[src/rtl/spi_pkg.sv]
// Shared definitions for the parametrised SPI master: FSM state encoding
// and the four CPOL/CPHA mode codes ({CPOL, CPHA}).
package spi_pkg;

   typedef enum logic [2:0] {
      IDLE  = 3'd0,
      SETUP = 3'd1,
      SHIFT = 3'd2,
      HOLD  = 3'd3,
      DONE  = 3'd4
   } spi_state_e;

   localparam logic [1:0] SPI_MODE0 = 2'b00;
   localparam logic [1:0] SPI_MODE1 = 2'b01;
   localparam logic [1:0] SPI_MODE2 = 2'b10;
   localparam logic [1:0] SPI_MODE3 = 2'b11;

   // Packs polarity and phase into a mode code; bit 1 is CPOL, bit 0 is CPHA.
   function automatic logic [1:0] spi_mode(input logic cpol, input logic cpha);
      return {cpol, cpha};
   endfunction

endpackage

[src/rtl/spi_clk_div.sv]
// SCLK half-period divider. Produces a one-clk strobe every DIV clks while
// enabled; 'clear' restarts the count so each transfer begins phase-aligned.
module spi_clk_div #(
   parameter int DIV = 4
) (
   input  logic clk,
   input  logic reset,
   input  logic clear,
   input  logic enable,
   output logic ce_tact
);

   localparam int CW = (DIV > 1) ? $clog2(DIV) : 1;

   logic [CW-1:0] cnt_q, cnt_d;
   logic          ce_q, ce_d;

   // Next count and strobe: wrap at DIV-1 and fire the strobe on the wrap.
   always_comb begin
      cnt_d = cnt_q;
      ce_d  = 1'b0;
      if (clear) begin
         cnt_d = '0;
      end else if (enable) begin
         if (cnt_q == CW'(DIV - 1)) begin
            cnt_d = '0;
            ce_d  = 1'b1;
         end else begin
            cnt_d = cnt_q + CW'(1);
         end
      end
   end

   // Counter and registered strobe.
   always_ff @(posedge clk) begin
      if (reset) begin
         cnt_q <= '0;
         ce_q  <= 1'b0;
      end else begin
         cnt_q <= cnt_d;
         ce_q  <= ce_d;
      end
   end

   assign ce_tact = ce_q;

endmodule

[src/rtl/spi_master_param.sv]
// Parametrised SPI master: configurable word width, SCLK divider, all four
// CPOL/CPHA modes and N_CS one-hot active-low selects.
// Optional feature: define SPI_LOOPBACK_EN to add the 'loop' input, which
// feeds MOSI back into the receive path in place of MISO.
module spi_master_param
   import spi_pkg::*;
#(
   parameter int W    = 9,
   parameter int DIV  = 4,
   parameter int N_CS = 2,
   parameter int CSW  = (N_CS > 1) ? $clog2(N_CS) : 1
) (
   input  logic            clk,
   input  logic            RESET,
   input  logic            st,
   input  logic [W-1:0]    TX_DAT,
   input  logic            CPOL,
   input  logic            CPHA,
   input  logic [CSW-1:0]  cs_sel,
   input  logic            MISO,
`ifdef SPI_LOOPBACK_EN
   input  logic            loop,
`endif
   output logic            SCLK,
   output logic            MOSI,
   output logic [N_CS-1:0] SS_N,
   output logic [W-1:0]    RX_DAT,
   output logic            LOAD,
   output logic            busy,
   output logic            ce_tact,
   output logic [7:0]      cb_bit
);

   localparam int EW = $clog2(2 * W + 1);

   spi_state_e      state_q, state_d;
   logic [1:0]      mode_q, mode_d;
   logic [CSW-1:0]  cs_q, cs_d;
   logic [W-1:0]    tx_sh_q, tx_sh_d;
   logic [W-1:0]    rx_sh_q, rx_sh_d;
   logic [W-1:0]    rx_dat_q, rx_dat_d;
   logic            load_q, load_d;
   logic            sclk_q, sclk_d;
   logic            mosi_q, mosi_d;
   logic [N_CS-1:0] ss_n_q, ss_n_d;
   logic [7:0]      cb_q, cb_d;
   logic [EW-1:0]   edge_q, edge_d;

   logic            div_clear;
   logic            div_enable;
   logic            ce;
   logic            leading;
   logic            sample_now;
   logic            sample_bit;
   logic            sel_active;

`ifdef SPI_LOOPBACK_EN
   assign sample_bit = loop ? mosi_q : MISO;
`else
   assign sample_bit = MISO;
`endif

   assign div_enable = (state_q != IDLE);

   spi_clk_div #(
      .DIV (DIV)
   ) u_clk_div (
      .clk     (clk),
      .reset   (RESET),
      .clear   (div_clear),
      .enable  (div_enable),
      .ce_tact (ce)
   );

   // Transfer sequencing and shift datapath. A leading edge is the one that
   // moves SCLK away from its idle level; CPHA picks whether that edge samples
   // or shifts. For CPHA=0 the MSB is put on MOSI at start, so the TX register
   // is preloaded already shifted by one.
   always_comb begin
      state_d    = state_q;
      mode_d     = mode_q;
      cs_d       = cs_q;
      tx_sh_d    = tx_sh_q;
      rx_sh_d    = rx_sh_q;
      rx_dat_d   = rx_dat_q;
      load_d     = 1'b0;
      sclk_d     = sclk_q;
      mosi_d     = mosi_q;
      cb_d       = cb_q;
      edge_d     = edge_q;
      div_clear  = 1'b0;
      leading    = 1'b0;
      sample_now = 1'b0;
      unique case (state_q)
         IDLE: begin
            if (st) begin
               state_d   = SETUP;
               mode_d    = spi_mode(CPOL, CPHA);
               cs_d      = cs_sel;
               sclk_d    = CPOL;
               rx_sh_d   = '0;
               cb_d      = '0;
               edge_d    = '0;
               div_clear = 1'b1;
               if (!CPHA) begin
                  mosi_d  = TX_DAT[W-1];
                  tx_sh_d = {TX_DAT[W-2:0], 1'b0};
               end else begin
                  mosi_d  = 1'b0;
                  tx_sh_d = TX_DAT;
               end
            end
         end
         SETUP: begin
            if (ce) begin
               state_d = SHIFT;
            end
         end
         SHIFT: begin
            if (ce) begin
               leading    = (sclk_q == mode_q[1]);
               sample_now = leading ^ mode_q[0];
               sclk_d     = ~sclk_q;
               edge_d     = edge_q + EW'(1);
               if (sample_now) begin
                  rx_sh_d = {rx_sh_q[W-2:0], sample_bit};
                  if (cb_q != 8'(W)) begin
                     cb_d = cb_q + 8'd1;
                  end
               end else begin
                  mosi_d  = tx_sh_q[W-1];
                  tx_sh_d = {tx_sh_q[W-2:0], 1'b0};
               end
               if (edge_q == EW'(2 * W - 1)) begin
                  state_d = HOLD;
               end
            end
         end
         HOLD: begin
            if (ce) begin
               state_d  = DONE;
               rx_dat_d = rx_sh_q;
               load_d   = 1'b1;
            end
         end
         DONE: begin
            state_d = IDLE;
            mosi_d  = 1'b0;
         end
         default: begin
            state_d = IDLE;
         end
      endcase
   end

   // Select decoder: one line low while the next state keeps a slave framed;
   // an out-of-range index selects nobody.
   always_comb begin
      ss_n_d     = '1;
      sel_active = (state_d == SETUP) || (state_d == SHIFT) || (state_d == HOLD);
      for (int i = 0; i < N_CS; i++) begin
         if (sel_active && (int'(cs_d) == i)) begin
            ss_n_d[i] = 1'b0;
         end
      end
   end

   // State and datapath registers; reset aborts any transfer immediately.
   always_ff @(posedge clk) begin
      if (RESET) begin
         state_q  <= IDLE;
         mode_q   <= '0;
         cs_q     <= '0;
         tx_sh_q  <= '0;
         rx_sh_q  <= '0;
         rx_dat_q <= '0;
         load_q   <= 1'b0;
         sclk_q   <= 1'b0;
         mosi_q   <= 1'b0;
         ss_n_q   <= '1;
         cb_q     <= '0;
         edge_q   <= '0;
      end else begin
         state_q  <= state_d;
         mode_q   <= mode_d;
         cs_q     <= cs_d;
         tx_sh_q  <= tx_sh_d;
         rx_sh_q  <= rx_sh_d;
         rx_dat_q <= rx_dat_d;
         load_q   <= load_d;
         sclk_q   <= sclk_d;
         mosi_q   <= mosi_d;
         ss_n_q   <= ss_n_d;
         cb_q     <= cb_d;
         edge_q   <= edge_d;
      end
   end

   assign SCLK    = sclk_q;
   assign MOSI    = mosi_q;
   assign SS_N    = ss_n_q;
   assign RX_DAT  = rx_dat_q;
   assign LOAD    = load_q;
   assign busy    = (state_q != IDLE);
   assign ce_tact = ce;
   assign cb_bit  = cb_q;

endmodule

[config.mk]
export PLATFORM = sky130hd
export DESIGN_NAME = spi_master_param
export DESIGN_NICKNAME = d
export VERILOG_FILES = /design/src/rtl/spi_pkg.sv /design/src/rtl/spi_clk_div.sv /design/src/rtl/spi_master_param.sv
export SDC_FILE = /design/constraint.sdc
export NUM_CORES = 1
export LEC_CHECK = 0
export ABC_CLOCK_PERIOD_IN_PS = 1610
export CAP_MARGIN = 20
export CELL_PAD_IN_SITES_DETAIL_PLACEMENT = 0
export CELL_PAD_IN_SITES_GLOBAL_PLACEMENT = 1
export CORE_AREA = 2 2 110 69
export CTS_BUF_LIST = sky130_fd_sc_hd__clkbuf_8 sky130_fd_sc_hd__clkbuf_16
export DETAILED_ROUTE_END_ITERATION = 10
export DIE_AREA = 0 0 112 71
export GPL_ROUTABILITY_DRIVEN = 1
export GPL_TIMING_DRIVEN = 0
export HOLD_SLACK_MARGIN = 0.05
export MAX_ROUTING_LAYER = met4
export PLACE_DENSITY = 0.74
export SETUP_SLACK_MARGIN = 0.2
export SLEW_MARGIN = 40
export SYNTH_ARGS = -nofsm -noshare
export SYNTH_HDL_FRONTEND = slang
export SYNTH_SLANG_ARGS = --single-unit
[constraint.sdc]
create_clock -name clk -period 1.61 [get_ports clk]
set_input_delay 0.4025 -clock clk [delete_from_list [all_inputs] [get_ports clk]]
set_output_delay 0.4025 -clock clk [all_outputs]
set_load 0.02 [all_outputs]
After elaboration in Yosys (flattened, before gate mapping)
Index checks and enable logic that the tools add are counted.
{"block": "word_totals", "register_bits": 54, "in_bits": 16, "wordCells": 96, "out_inout_bits": 24}
{"block": "classes", "bitwise": 5, "add_sub_neg": 3, "n_eq_ne": 16, "n_mux": 40, "n_reduce_logical": 18}
{"operator": "$mux W9", "n": 7}
{"operator": "$pmux W9 S2", "n": 2}
{"operator": "$mux W8", "n": 4}
{"operator": "$pmux W8 S2", "n": 1}
{"operator": "$mux W3", "n": 5}
{"operator": "$mux W1", "n": 14}
{"operator": "$eq A3 B2 Y1 const B", "n": 4}
{"operator": "$pmux W3 S4", "n": 1}
{"operator": "$reduce_and A4 Y1", "n": 3}
{"operator": "$mux W5", "n": 2}
{"operator": "$pmux W5 S2", "n": 1}
{"operator": "$add A8 B1 Y8 const B", "n": 1}
{"operator": "$ne A2 B2 Y1 const B", "n": 4}
{"operator": "$ne A8 B4 Y1 const B", "n": 1}
{"operator": "$eq A3 B1 Y1 const B", "n": 2}
{"operator": "$reduce_bool A3 Y1", "n": 2}
{"operator": "$add A5 B1 Y5 const B", "n": 1}
{"operator": "$eq A5 B5 Y1 const B", "n": 1}
{"operator": "$reduce_and A5 Y1", "n": 1}
{"operator": "$not A1 Y1", "n": 4}
{"operator": "$reduce_and A2 Y1", "n": 2}
{"operator": "$reduce_or A2 Y1", "n": 2}
{"operator": "$eq A3 B3 Y1 const B", "n": 1}
{"operator": "$logic_not A3 Y1", "n": 1}
{"operator": "13 further kinds", "n": 15}

Logic depth before layout (Yosys ltp)
{"block": "depth", "ltp_word": 9, "depth_mapped": 6, "mapped_depth_nobuf": 6}

Modules after synthesis
Synthesis repeated with hierarchy kept, for this count alone.
{"block": "unflattened", "cells_unflattened": 282, "hier_area_um2": 2516.2}
{"module": "spi_master_param", "cells_each": 271, "instances": 1, "area_per_inst_um2": 2392.3}
{"module": "spi_clk_div", "cells_each": 11, "instances": 1, "area_per_inst_um2": 123.9}

Worst setup path after synthesis
OpenSTA, ideal clock, no wires.
{"block": "synth_path", "kind": "register to register", "start": "reg cb_q[0], in the netlist cb_bit[0]", "end": "reg cb_q[0], in the netlist cb_bit[0]", "stages_incl_launch_ff": 6, "path_buffers": 0, "setup_slack_ns": -0.234, "period_less_slack_ns": 1.844, "arrival_time_ns": 1.712, "cell_sequence": "dfxtp_1 -> ha_1 -> or4b_2 -> o2111ai_1 -> or3_1 -> a21oi_1"}
{"block": "synth_between", "elab_chain_cells": 5, "word_cells_on_any_way": 8, "classes_between": "add/sub: 1; eq/ne: 2; mux: 4; reduce/logical: 1"}
{"element": "start, declared", "line_no": "spi_master_param.sv:46", "source": "logic [7:0] cb_q, cb_d;"}
{"element": "start signal, assigned", "line_no": "spi_master_param.sv:181", "source": "cb_q <= '0;"}
{"element": "start signal, assigned", "line_no": "spi_master_param.sv:194", "source": "cb_q <= cb_d;"}
{"element": "$add A8 B1 Y8", "line_no": "spi_master_param.sv:128", "source": "cb_d = cb_q + 8'd1;"}
{"element": "$mux W8", "line_no": "spi_master_param.sv:127", "source": "if (cb_q != 8'(W)) begin"}
{"element": "$mux W8", "line_no": "spi_master_param.sv:125", "source": "if (sample_now) begin"}
{"element": "$mux W8", "line_no": "spi_master_param.sv:120", "source": "if (ce) begin"}
{"element": "$pmux W8 S2", "line_no": "spi_master_param.sv:94", "source": "unique case (state_q)"}
Parallel ways exist; a longest one is shown, timed or not. The select of a mux whose other input is x is not followed.
A chain may end at the register's enable or synchronous reset.

Worst setup path after layout
{"block": "layout_path", "start": "reg mode_q[0]", "end": "reg cb_q[7], in the netlist cb_bit[7]"}
{"block": "layout_between", "elab_chain_cells": 3}
{"element": "start, declared", "line_no": "spi_master_param.sv:37", "source": "logic [1:0] mode_q, mode_d;"}
{"element": "start signal, assigned", "line_no": "spi_master_param.sv:185", "source": "mode_q <= mode_d;"}
{"element": "$xor A1 B1 Y1", "line_no": "spi_master_param.sv:122", "source": "sample_now = leading ^ mode_q[0];"}
{"element": "$ne A2 B2 Y1 (no line)"}
{"element": "$reduce_and A5 Y1 (no line)"}
Every way passes these cells.

==> impl_metrics.json <==
{
  "status": "finished, violations left",
  "violations": "setup timing",
  "place_inst": 402,
  "synth_top_area_share_pct": 44.0,
  "synthTopCellsByArea": "dfxtp_1, nand2_1, a21oi_1",
  "cts_max_level": 2,
  "routed_wl_um": 6640,
  "grt_max_degree": 17,
  "required_ns": 1.84,
  "first_pass_iters": 4,
  "slew_headroom_pct": 65.8,
  "cap_violations": 0,
  "via_count": 2211,
  "finish.utilization_pct": 53.9,
  "p_total_uw": 2880,
  "crit_path_start_kind": "register",
  "synthCells": 273,
  "crit_end": "cb_bit[7]",
  "fmax_ghz": 0.558,
  "die-area_um2": 7950,
  "synthesis.nets": 294,
  "async_flop_share_pct": 0,
  "ys_seq_elements": 54,
  "clock_path_buffers": 2,
  "r2r_end": "cb_bit[7]",
  "place_congestion": 0.775,
  "finClkSkew_ns": 0.00839,
  "synth-edff-count": 0,
  "cp_max_fo": 9,
  "yosys-top-cells-count": "dfxtp_1, nand2_1, a21oi_1, nor2_1, mux2i_1",
  "hold_class": "register to register",
  "fin_crit_ns": 1.79,
  "rows": 24,
  "nNetsFinal": 373,
  "pwr-share-comb_pct": 13.2,
  "yosysWarnings": 0,
  "die_w_um": 112,
  "syn_area_per_cell_um2": 9.00,
  "wire_per_inst_um": 14.9,
  "clockRootBuffer": "clkbuf_16",
  "p_seq_share_pct": 47.9,
  "synthDistinctLibCells": 46,
  "antenna_cells": 0,
  "start_util_pct": 35.0,
  "ys.flop_type": "dfxtp_1",
  "seq_area_frac_synth_pct": 44.0,
  "fin_cells": 444,
  "coreArea_um2": 7030,
  "switchingPower_uw": 710,
  "numCtsBuffers": 5,
  "critPathKind": "register to register",
  "hold_violations": 0,
  "fin_crit_sh_pct": 111,
  "r2r_setup_slack_ns": -0.18,
  "antenna_found_initial": 0,
  "fin_hold_ws_ns": 0.455,
  "cts_tree": "yes",
  "crit_path_start": "mode_q[0]",
  "synth.most_common_cell": "dfxtp_1",
  "p_int_uw": 2170,
  "clk_pin_slew_ns": 0.07,
  "tightest_slew_ns": 0.513,
  "die_h_um": 71,
  "slew_violations": 0,
  "hpwl_um": 4190,
  "grt_pass1_vias": 2125,
  "clock_sinks": 54,
  "rsz0062_at_grt": "true",
  "drive_gt1_share_pct": 36.3,
  "synthesis.area_um2": 2460,
  "crit_path_end_kind": "register",
  "ctsHoldBuffers": 0,
  "ff2ff_path_depth": 5,
  "route.detailed.drc": 0,
  "setup_slack_ns": -0.181,
  "clkLatencyLatePin_ns": 0.30,
  "swShare_pct": 24.6,
  "antenna_left": 0,
  "overflow": 0,
  "power.share.clock_pct": 38.9,
  "pin_count": 40,
  "syn_to_final_growth_pct": 54.1,
  "viasPerCell": 4.98,
  "grt_pass1_wl_um": 10700,
  "powerDensity_nw_per_um2": 761,
  "nFillCells": 632,
  "finalSetupViolCount": 15,
  "hold_depth": 2,
  "yosysTopAreaCell": "dfxtp_1",
  "drtIter0Drc": 88,
  "io_buffers": 38,
  "rr_startpoint": "mode_q[0]",
  "cp.arrival_ns": 2.03,
  "gr-usage-all-layers_pct": 17.4,
  "p_leak_uw": 0.00153,
  "vdd_ir_drop_max_uv": 569
}
[state kept, by name (all words and copies together), names as in the netlist]
| name | count |
|---|---|
| RX_DAT | 9 |
| rx_sh_q | 9 |
| tx_sh_q | 9 |
| cb_bit | 8 |
| edge_q | 5 |
| state_q | 3 |
| SS_N | 2 |
| mode_q | 2 |
| u_clk_div.cnt_q | 2 |
| LOAD | 1 |
| MOSI | 1 |
| SCLK | 1 |
| cs_q | 1 |
| u_clk_div.ce_tact | 1 |
[power by group through the flow]
| stage | Sequential, µW | Clock (µW) | Combinational (µW) |
|---|---|---|---|
| 2_1_floorplan | 1420 | 0 | 168 |
| 3_3_place_gp | 1410 | 0 | 275 |
| 3_5_place_dp | 1410 | 0 | 277 |
| 4_1_cts | 1380 | 1130 | 338 |
| 5_1_grt | 1380 | 1200 | 411 |
| 6_report | 1380 | 1120 | 381 |
[cells by family after synthesis]
kind of cell | synth area share, %
AO/OA/AOI/OAI | 18.6
XOR/XNOR | 2.75
adder cells (fa/ha/maj) | 2.55
buffers and inverters | 4.53
flip-flops | 44.0
multiplexers | 5.50
AND/OR/NAND/NOR | 22.0
[layout by cell type, fill, tap and decap left out, types with 2 or more instances in the layout]
master            n
a21oi_1          24
a21oi_2           7
a22o_1            9
and2_1            3
buf_2             2
buf_4            25
buf_6            13
buf_8             2
clkbuf_1          2
clkbuf_16         7
clkbuf_2          5
clkbuf_8          3
clkdlybuf4s15_1   8
clkdlybuf4s15_2   5
clkdlybuf4s50_1  13
dfxtp_1          41
dfxtp_2          10
dfxtp_4           3
dlygate4sd2_1     8
ha_1              5
inv_1             7
mux2i_1          11
nand2_1          23
nand2_2           9
nand2_4          10
nand2b_1          8
nand2b_4          2
nand3_1           8
nand4_1           3
nor2_1           12
nor3_1            2
nor3b_4           2
o211ai_1          9
o21bai_1          2
o311a_1           2
o31ai_1           5
or3_1             2
or4_1             5
xor2_1            5
[critical path, cell delays in order, from the launching register on]
cell and delay (ns):
dfxtp_2 0.32, xnor3_2 0.44, o211ai_1 0.12, buf_4 0.19, or4_1 0.50, a21oi_1 0.15
[how the worst min path moves through the flow]
stage | from | slack (ns) | end
after floorplan | rx_sh_q[8] | 0.43 | RX_DAT[8]
after global placement | RX_DAT[7] | 0.44 | RX_DAT[7]
after detailed placement | RX_DAT[1] | 0.45 | RX_DAT[1]
after CTS | RX_DAT[1] | 0.46 | RX_DAT[1]
after global routing | RX_DAT[3] | 0.48 | RX_DAT[3]
final | RX_DAT[3] | 0.45 | RX_DAT[3]
[metrics by stage]
step / TNS, ns / setup WS, ns / area [µm²]
floorplan: -1.11 / -0.0914 / 2520
global placement: -20.16 / -0.672 / 3010
detailed placement: -20.55 / -0.678 / 3010
CTS: -1.59 / -0.170 / 3630
global route: -3.65 / -0.261 / 3790
finish: -2.23 / -0.181 / 3790
[area by class of cell]
cell class,instances,area [µm²],share of cell area (%)
clock inverters,2,12.5,0.330
flip-flops and latches,54,1100,29.2
repair buffers,72,687,18.1
plain buffers,17,181,4.79
clock buffers,6,139,3.67
inverters,8,30.0,0.793
multi-input cells,194,1520,40.1
well taps,91,114,3.01
[metal layers]
metal  track usage (%)  vias up  share of wire (%)
li1                  -     1130                  -
met1              25.0     1021                 52
met2              24.9       53                 41
met3              4.03        7                5.9
met4              4.34        0                1.1
met5                 -        -                  0
[what timing repair did]
item / 4_1_cts / 5_1_grt
pin swaps: 26 / 18
cloned: 4 / 0
setup endpoints to repair: 76 / 64
gates resized for setup: 111 / 41
setup buffers: 26 / 4
(Power assumes the default switching activity.)
